**config.mk**
```make
export PLATFORM = sky130hd
export DESIGN_NAME = fetch_unit
export DESIGN_NICKNAME = d
export VERILOG_FILES = /design/src/rtl/fetch_pkg.sv /design/src/rtl/fetch_pc_sel.sv /design/src/rtl/fetch_unit.sv
export SDC_FILE = /design/constraint.sdc
export NUM_CORES = 1
export LEC_CHECK = 0
export ABC_AREA = 1
export BUFFER_PORTS_ARGS = -buffer_cell sky130_fd_sc_hd__buf_2
export CORE_UTILIZATION = 40
export CTS_BUF_LIST = sky130_fd_sc_hd__clkbuf_8 sky130_fd_sc_hd__clkbuf_16
export DETAILED_ROUTE_END_ITERATION = 10
export PLACE_DENSITY = 0.69
export SLEW_MARGIN = 20
export SYNTH_ARGS = -nofsm -noshare
export SYNTH_HDL_FRONTEND = slang
export SYNTH_SLANG_ARGS = --single-unit
```
**constraint.sdc**
```tcl
create_clock -name clk -period 2.7 [get_ports clk]
set_input_delay 0.27 -clock clk [delete_from_list [all_inputs] [get_ports clk]]
set_output_delay 0.27 -clock clk [all_outputs]
set_load 0.03 [all_outputs]
```
**src/rtl/fetch_pkg.sv**
```systemverilog
// Shared types and constants for the instruction-fetch stage.
package fetch_pkg;

    typedef enum logic [1:0] {
        IDLE,
        REQ,
        HALTED,
        FAULT
    } fetch_state_t;

    typedef enum logic [1:0] {
        PC_HOLD,
        PC_INC,
        PC_BRANCH,
        PC_BRANCH_RAW
    } pc_sel_t;

    localparam logic [31:0] NOP_INSTR          = 32'h0000_0013;
    localparam logic [31:0] PC_STEP            = 32'd4;
    localparam logic [31:0] DEFAULT_HALT_INSTR = 32'h0000_0073;

endpackage

```
**src/rtl/fetch_pc_sel.sv**
```systemverilog
// Next-PC multiplexer: hold, sequential step, or branch redirect (word-aligned or raw).
module fetch_pc_sel
    import fetch_pkg::*;
(
    input  logic [31:0] pc,
    input  logic [31:0] branch_target,
    input  pc_sel_t     sel,
    output logic [31:0] pc_next
);

    always_comb begin
        pc_next = pc;
        case (sel)
            PC_HOLD:       pc_next = pc;
            PC_INC:        pc_next = pc + PC_STEP;
            PC_BRANCH:     pc_next = {branch_target[31:2], 2'b00};
            PC_BRANCH_RAW: pc_next = branch_target;
        endcase
    end

endmodule

```
**src/rtl/fetch_unit.sv**
```systemverilog
// Instruction-fetch stage: PC, ram handshake, single-entry instruction register, branch and halt.
// Optional misaligned-branch trap enabled by defining FETCH_MISALIGN_TRAP_EN.
module fetch_unit
    import fetch_pkg::*;
#(
    parameter int          ADDR_W     = 5,
    parameter logic [31:0] RESET_PC   = 32'h0000_0000,
    parameter logic [31:0] HALT_INSTR = DEFAULT_HALT_INSTR
) (
    input  logic              clk,
    input  logic              rst,
    input  logic              pc_enable,
    input  logic [31:0]       instr_in,
    input  logic              stall,
    input  logic              branch_taken,
    input  logic [31:0]       branch_target,
    output logic              fetch_req,
    output logic [ADDR_W-1:0] address_IM,
    output logic [31:0]       instr_out,
    output logic [31:0]       pc_out,
    output logic              instr_valid,
    output logic              halted
`ifdef FETCH_MISALIGN_TRAP_EN
    ,
    output logic              fetch_fault
`endif
);

    fetch_state_t state_reg;
    logic [31:0]  pc_reg;
    logic [31:0]  pc_next;
    pc_sel_t      pc_sel;
    logic         branch_act;
    logic         capture;
    logic         is_halt;
    logic         misaligned;

    assign fetch_req  = (state_reg == REQ) && (!instr_valid || !stall);
    assign address_IM = pc_reg[ADDR_W+1:2];
    assign branch_act = branch_taken && (state_reg != HALTED);
    // A redirect in the same cycle always wins over the returning word.
    assign capture    = fetch_req && pc_enable && !branch_taken;
    assign is_halt    = (instr_in == HALT_INSTR);

`ifdef FETCH_MISALIGN_TRAP_EN
    assign misaligned = (branch_target[1:0] != 2'b00);
`else
    assign misaligned = 1'b0;
`endif

    always_comb begin
        pc_sel = PC_HOLD;
        if (branch_act) begin
            pc_sel = misaligned ? PC_BRANCH_RAW : PC_BRANCH;
        end else if (capture && !is_halt) begin
            pc_sel = PC_INC;
        end
    end

    fetch_pc_sel u_pc_sel (
        .pc            (pc_reg),
        .branch_target (branch_target),
        .sel           (pc_sel),
        .pc_next       (pc_next)
    );

    always_ff @(posedge clk) begin
        if (rst) begin
            state_reg   <= IDLE;
            pc_reg      <= RESET_PC;
            instr_out   <= NOP_INSTR;
            pc_out      <= '0;
            instr_valid <= 1'b0;
            halted      <= 1'b0;
`ifdef FETCH_MISALIGN_TRAP_EN
            fetch_fault <= 1'b0;
`endif
        end else begin
            pc_reg <= pc_next;
            if (branch_act) begin
                instr_valid <= 1'b0;
                instr_out   <= NOP_INSTR;
`ifdef FETCH_MISALIGN_TRAP_EN
                state_reg   <= misaligned ? FAULT : REQ;
                fetch_fault <= misaligned;
`else
                state_reg   <= REQ;
`endif
            end else if (capture) begin
                instr_out   <= instr_in;
                pc_out      <= pc_reg;
                instr_valid <= 1'b1;
                if (is_halt) begin
                    state_reg <= HALTED;
                    halted    <= 1'b1;
                end
            end else begin
                if (instr_valid && !stall) begin
                    instr_valid <= 1'b0;
                end
                if (state_reg == IDLE) begin
                    state_reg <= REQ;
                end
            end
        end
    end

endmodule

```
; ---- Word level (Yosys, flattened, before mapping)
; Index checks and enable logic that the tools add are counted.
[totals]
regBits = 100
output_inout_bits = 72
[op_classes]
n_mux = 9
n_bitwise = 1
add_sub_neg = 1
n_eq_ne = 8
reduce_logical = 21
[op_table]
columns = operator, n
row1 = 32-bit one-hot mux with 3 select lines, 1
row2 = "32-bit by 3-bit adder with 32-bit output, second input constant", 1
row3 = "32-bit by 7-bit equality test with 1-bit output, second input constant", 1
row4 = 2-bit two-way mux, 4
row5 = 1-bit logical AND, 6
row6 = 2-bit AND reduction, 3
row7 = "2-bit by 1-bit equality test with 1-bit output, second input constant", 2
row8 = "2-bit equality test, second input constant", 2
row9 = 1-bit zero test, 4
row10 = 2-bit zero test, 2
row11 = 1-bit two-way mux, 4
row12 = 2-bit nonzero test, 2
row13 = "3-bit by 2-bit != test with 1-bit output, second input constant", 1
row14 = 3-bit AND reduction, 1
row15 = 3-bit nonzero test, 1
row16 = "2-bit by 1-bit != test with 1-bit output, second input constant", 1
row17 = "2-bit != test, second input constant", 1
row18 = 2-bit OR reduction, 1
row19 = 1-bit logical OR, 1
row20 = 1-bit NOT, 1

; ---- Depth between registers and ports, before layout
[depth]
depth_word = 10
depth_mapped = 12

; ---- Cells and area by module
; From an unflattened synthesis, not the netlist that was laid out.
[unflattened]
hier_cells = 751
area_unflattened_um2 = 5056.1
[by_module_without_submodules]
columns = mod, cells_each, area_each_um2, seq_area_each_um2, n_inst
row1 = fetch_unit, 437, 3549.7, 2001.9, 1
row2 = fetch_pc_sel, 314, 1506.4, 0.0, 1

; ---- Least setup slack after synthesis
; Ideal clock, no wire load.
[synth_timing]
path_kind = flip-flop to flip-flop
from = reg instr_valid
to = reg pc_reg[17]
path_buffers = 1
arrival_ns = 1.674
stages_incl_launch_ff = 12
t_required_ns = 2.584
path_slack_ns = 0.910
synth_period_minus_slack_ns = 1.790
path_cell_list = dfxtp_1 > nand2_1 > nand2_1 > nor2_2 > nand2_1 > nor2_4 > nand2_2 > nand2_2 > inv_2 > buf_6 > nor2_1 > nor2_1
[synth_via]
elab_chain_len = 10
word_cells_on_any_way = 13
cone_classes = 3 x eq/ne / 3 x mux / 7 x reduce/logical
[synth_rtl]
columns = element, line_no
row1 = start: declaration, fetch_unit.sv:21  ; output logic instr_valid,
row2 = start signal: assignment, fetch_unit.sv:73  ; instr_valid <= 1'b0;
row3 = start signal: assignment, fetch_unit.sv:81  ; instr_valid <= 1'b0;
row4 = start signal: assignment, fetch_unit.sv:92  ; instr_valid <= 1'b1;
row5 = 1-bit zero test (*), fetch_unit.sv:38  ; assign fetch_req = (state_reg == REQ) && (!instr_valid || !stall);
row6 = 1-bit logical OR (*), fetch_unit.sv:38
row7 = 1-bit logical AND (*), fetch_unit.sv:38
row8 = net fetch_req, fetch_unit.sv:17  ; output logic fetch_req,
row9 = 1-bit logical AND (*) (2 in series), fetch_unit.sv:42  ; assign capture = fetch_req && pc_enable && !branch_taken;
row10 = 1-bit logical AND (*), fetch_unit.sv:55  ; end else if (capture && !is_halt) begin
row11 = 1-bit two-way mux (*), fetch_unit.sv:55
row12 = 2-bit two-way mux (*), fetch_unit.sv:53  ; if (branch_act) begin
row13 = 2-bit equality test / 2-bit by 1-bit equality test with 1-bit output (equally long branches), fetch_pc_sel.sv:13  ; case (sel)
row14 = 32-bit one-hot mux with 3 select lines, fetch_pc_sel.sv:13
row15 = end signal: assignment, fetch_unit.sv:79  ; pc_reg <= pc_next;
row16 = end: declaration, fetch_unit.sv:30  ; logic [31:0] pc_reg;
; Mark *: on every way through the listed nets, which the timed path passes. The rest lies on a longest branch.
; A chain may end at the register's enable or synchronous reset.

; ---- Worst setup path in the final report
[layout_timing]
from = reg state_reg[1]
to = reg instr_valid
[layout_via]
elab_chain_len = 5
word_cells_on_any_way = 9
cone_classes = 2 x eq/ne / 1 x mux / 6 x reduce/logical
[layout_rtl]
columns = element, line_no
row1 = start: declaration, fetch_unit.sv:29  ; fetch_state_t state_reg;
row2 = start signal: assignment, fetch_unit.sv:69  ; state_reg <= IDLE;
row3 = start signal: assignment, fetch_unit.sv:87  ; state_reg <= REQ;
row4 = start signal: assignment, fetch_unit.sv:94  ; state_reg <= HALTED;
row5 = 2-bit by 1-bit equality test with 1-bit output, fetch_unit.sv:38
row6 = 1-bit logical AND, fetch_unit.sv:38
row7 = 1-bit logical AND (2 in series), fetch_unit.sv:42
row8 = 1-bit two-way mux / 2-bit nonzero test (equally long branches), -
row9 = end signal: assignment, fetch_unit.sv:81
row10 = end signal: assignment, fetch_unit.sv:92
row11 = end signal: assignment, fetch_unit.sv:99  ; instr_valid <= 1'b0;
; Several ways; a longest one is shown, not always the timed one.

==> metrics.md <==
| Metric | Value |
|---|---|
| Status | finished, violations left |
| Violated checks | design-rule violations |
| Worst path top cell family by delay | simple AND/OR/NAND/NOR gates |
| Dominant cell type by area after synthesis | dfxtp_1 |
| Post-synth cell types | 25 |
| Fin. Hold Viols | 0 |
| Slew Viols, Final | 0 |
| Layout cell share with drive strength beyond 1 | 22.3% |
| Die height | 112 um |
| Worst path cell trace | inv_1, o21ai_2, inv_2, nor2_4, inv_1, a21oi_1 |
| Slew @ Worst Pin | 698 ps |
| Mean post-synth cell area | 6.64 um^2 |
| Min-delay worst type | in2reg |
| Core region area | 11,600 um^2 |
| PwrDens | 562 nW/um^2 |
| Worst Skew | 7.00 ps |
| Initial Utilization | 41.7% |
| Register area share after synthesis | 41.6% |
| CTS Hold Bufs | 0 |
| CP max stage cell | nor2_4 |
| CTS clk-pin slew, worst paths | 70 ps |
| Critical path's largest stage delay | 590 ps |
| CP endpoint kind | flop |
| Die W | 112 um |
| Pre-Repair DR Iteration Count | 8 |
| Max-slew headroom | 53.5% |
| Total wire length | 13,000 um |
| DP Area | 5540 um^2 |
| Fin worst setup slack | 779 ps |
| Filler cell count | 1,180 |
| CTS root buffer | clkbuf_16 |
| H-tree depth | 3 |
| Total Power | 3260 uW |
| # rows | 39 |
| Die ar. | 12,500 um^2 |
| DR WL/cell | 13.1 um |
| CTS max path bufs | 2 |
| CP dominant cell by count | inv_1 |
| Vias in the first global route | 4,434 |
| Synth top area share | 41.6% |
| ANT nets after route | 0 |
| First-pass GRT wire length | 21,600 um |
| Post-route DRC | 7 |
| Worst Setup Start Kind | flop |
| WHS | 158 ps |
| WP buf/inv | 3 |
| Setup violators final | 0 |
| Worst path arrival time | 2190 ps |
| Top-level port count | 141 |
| Synthesized cell area | 4820 um^2 |
| Clock sink count | 100 |
| Largest net degree at the start of global routing | 87 |
| Initial antenna violation count | 0 |
| Final Cell Area | 5800 um^2 |
| YS warnings | 0 |
| TritonCTS clock tree | built |
| Vias | 4,831 |
| Buffers on Ports | 138 |
| Max Cap Viol | 0 |
| Synth area leaders | dfxtp_1 42%, nand2_1 12%, nor2_1 10% |
| Syn Inst Count | 726 |
| Final Critical Period | 1920 ps |
| Fmax | 0.521 GHz |
| Setup Total Neg Slack | 0 ps |
| Worst Setup Path Type | reg2reg |
| Routability congestion estimate from global placement | 0.922 |
| Yosys reg bits | 100 |
| Area Overhead vs Synth | 20.5% |
| Net count, final | 914 |
| Most frequent cells in the layout | 156 x nand2_1, 138 x buf_2, 129 x nor2_1, 100 x dfxtp_1, 95 x o21ai_0 |
| Max rail drop VDD | 0.000269 V |
| Num CTS Buffers | 9 |
| Diode count | 0 |
| Dpl hpwl | 9360 um |
| LEAKAGE | 0.00276 uW |
| Worst-skew pair later-pin latency | 340 ps |
| Final Cycle Share | 71.1% |
| GR Overflow Total | 0 |
| Net Count, Synth | 796 |
| Post-CTS resize count | 0 |
| Post-CTS setup buffers | 0 |
| Worst-path maximum fanout | 36 |
| Iteration-0 DRC Markers | 253 |
| Via density | 4.87 |
| WP data required | 2970 ps |
| Most common cell after layout, fill and taps aside | nand2_1 |
| Pre-CTS WS | 757 ps |
| Tot GR Track Use | 21.5% |
| RSZ-0062 raised after global routing | false |
-- layer usage --
metal  share of wire (%)  track usage (%)  vias up
met5                   0                0        -
met4                 1.7             7.75        0
met3                 7.7             4.90       14
li1                    -                -     2544
met2                  44             33.9      157
met1                  47             28.9     2116
-- layout make-up --
class,count,area [um^2],share of cell area (%)
flip-flops and latches,100,2000,34.5
clock buffers,9,225,3.88
clock inverters,7,43.8,0.754
well taps,143,179,3.08
repair buffers,145,743,12.8
multi-input cells,524,2370,40.8
inverters,64,240,4.14
-- Yosys cell counts, drive strengths merged --
cell and number:
nand2 162, nor3 3, nand4 3, and2 1, nand3 46, buf 24
inv 64, dfxtp 100, a21oi 57, o21ai 96, nor2 143, clkbuf 14
ha 1, or2 9, o31ai 3
-- stage by stage --
stage                     std cells  utilization [%]
after detailed placement        976             47.9
final                           992             50.2
after global placement          976             47.9
after global routing            992             50.2
after CTS                       992             50.2
after floorplan                 726                -
-- where the power goes --
part | total [uW] | switching [uW] | internal, uW
Sequential | 1620 | 69.0 | 1550
Combinational | 457 | 304 | 153
Clock | 1190 | 572 | 620
-- final timing paths --
kind	start	to	slack (ps)	depth (start not counted)
setup reg to reg	state_reg[1]	instr_valid	780	6
hold reg to reg	pc_reg[1]	pc_reg[1]	440	2
setup / recovery	state_reg[1]	instr_valid	780	6
hold / removal	instr_in[0]	instr_out[0]	160	3
-- worst reg2reg max path, cell delays in order, from the launching register on --
cell	delay (ps)
dfxtp_1	360
inv_1	70
o21ai_2	160
inv_2	270
nor2_4	590
inv_1	210
a21oi_1	180
-- cells by family (layout without fill, tap and decap cells) --
family / after synthesis / after routing / share of synthesized area, %
flip-flops: 100 / 100 / 41.6
AO/OA/AOI/OAI: 156 / 156 / 16.4
AND/OR/NAND/NOR: 367 / 367 / 32.5
adder cells (fa/ha/maj): 1 / 1 / 0.260
buffers and inverters: 102 / 225 / 9.22
No activity file was read; power rests on OpenSTA's default activity.
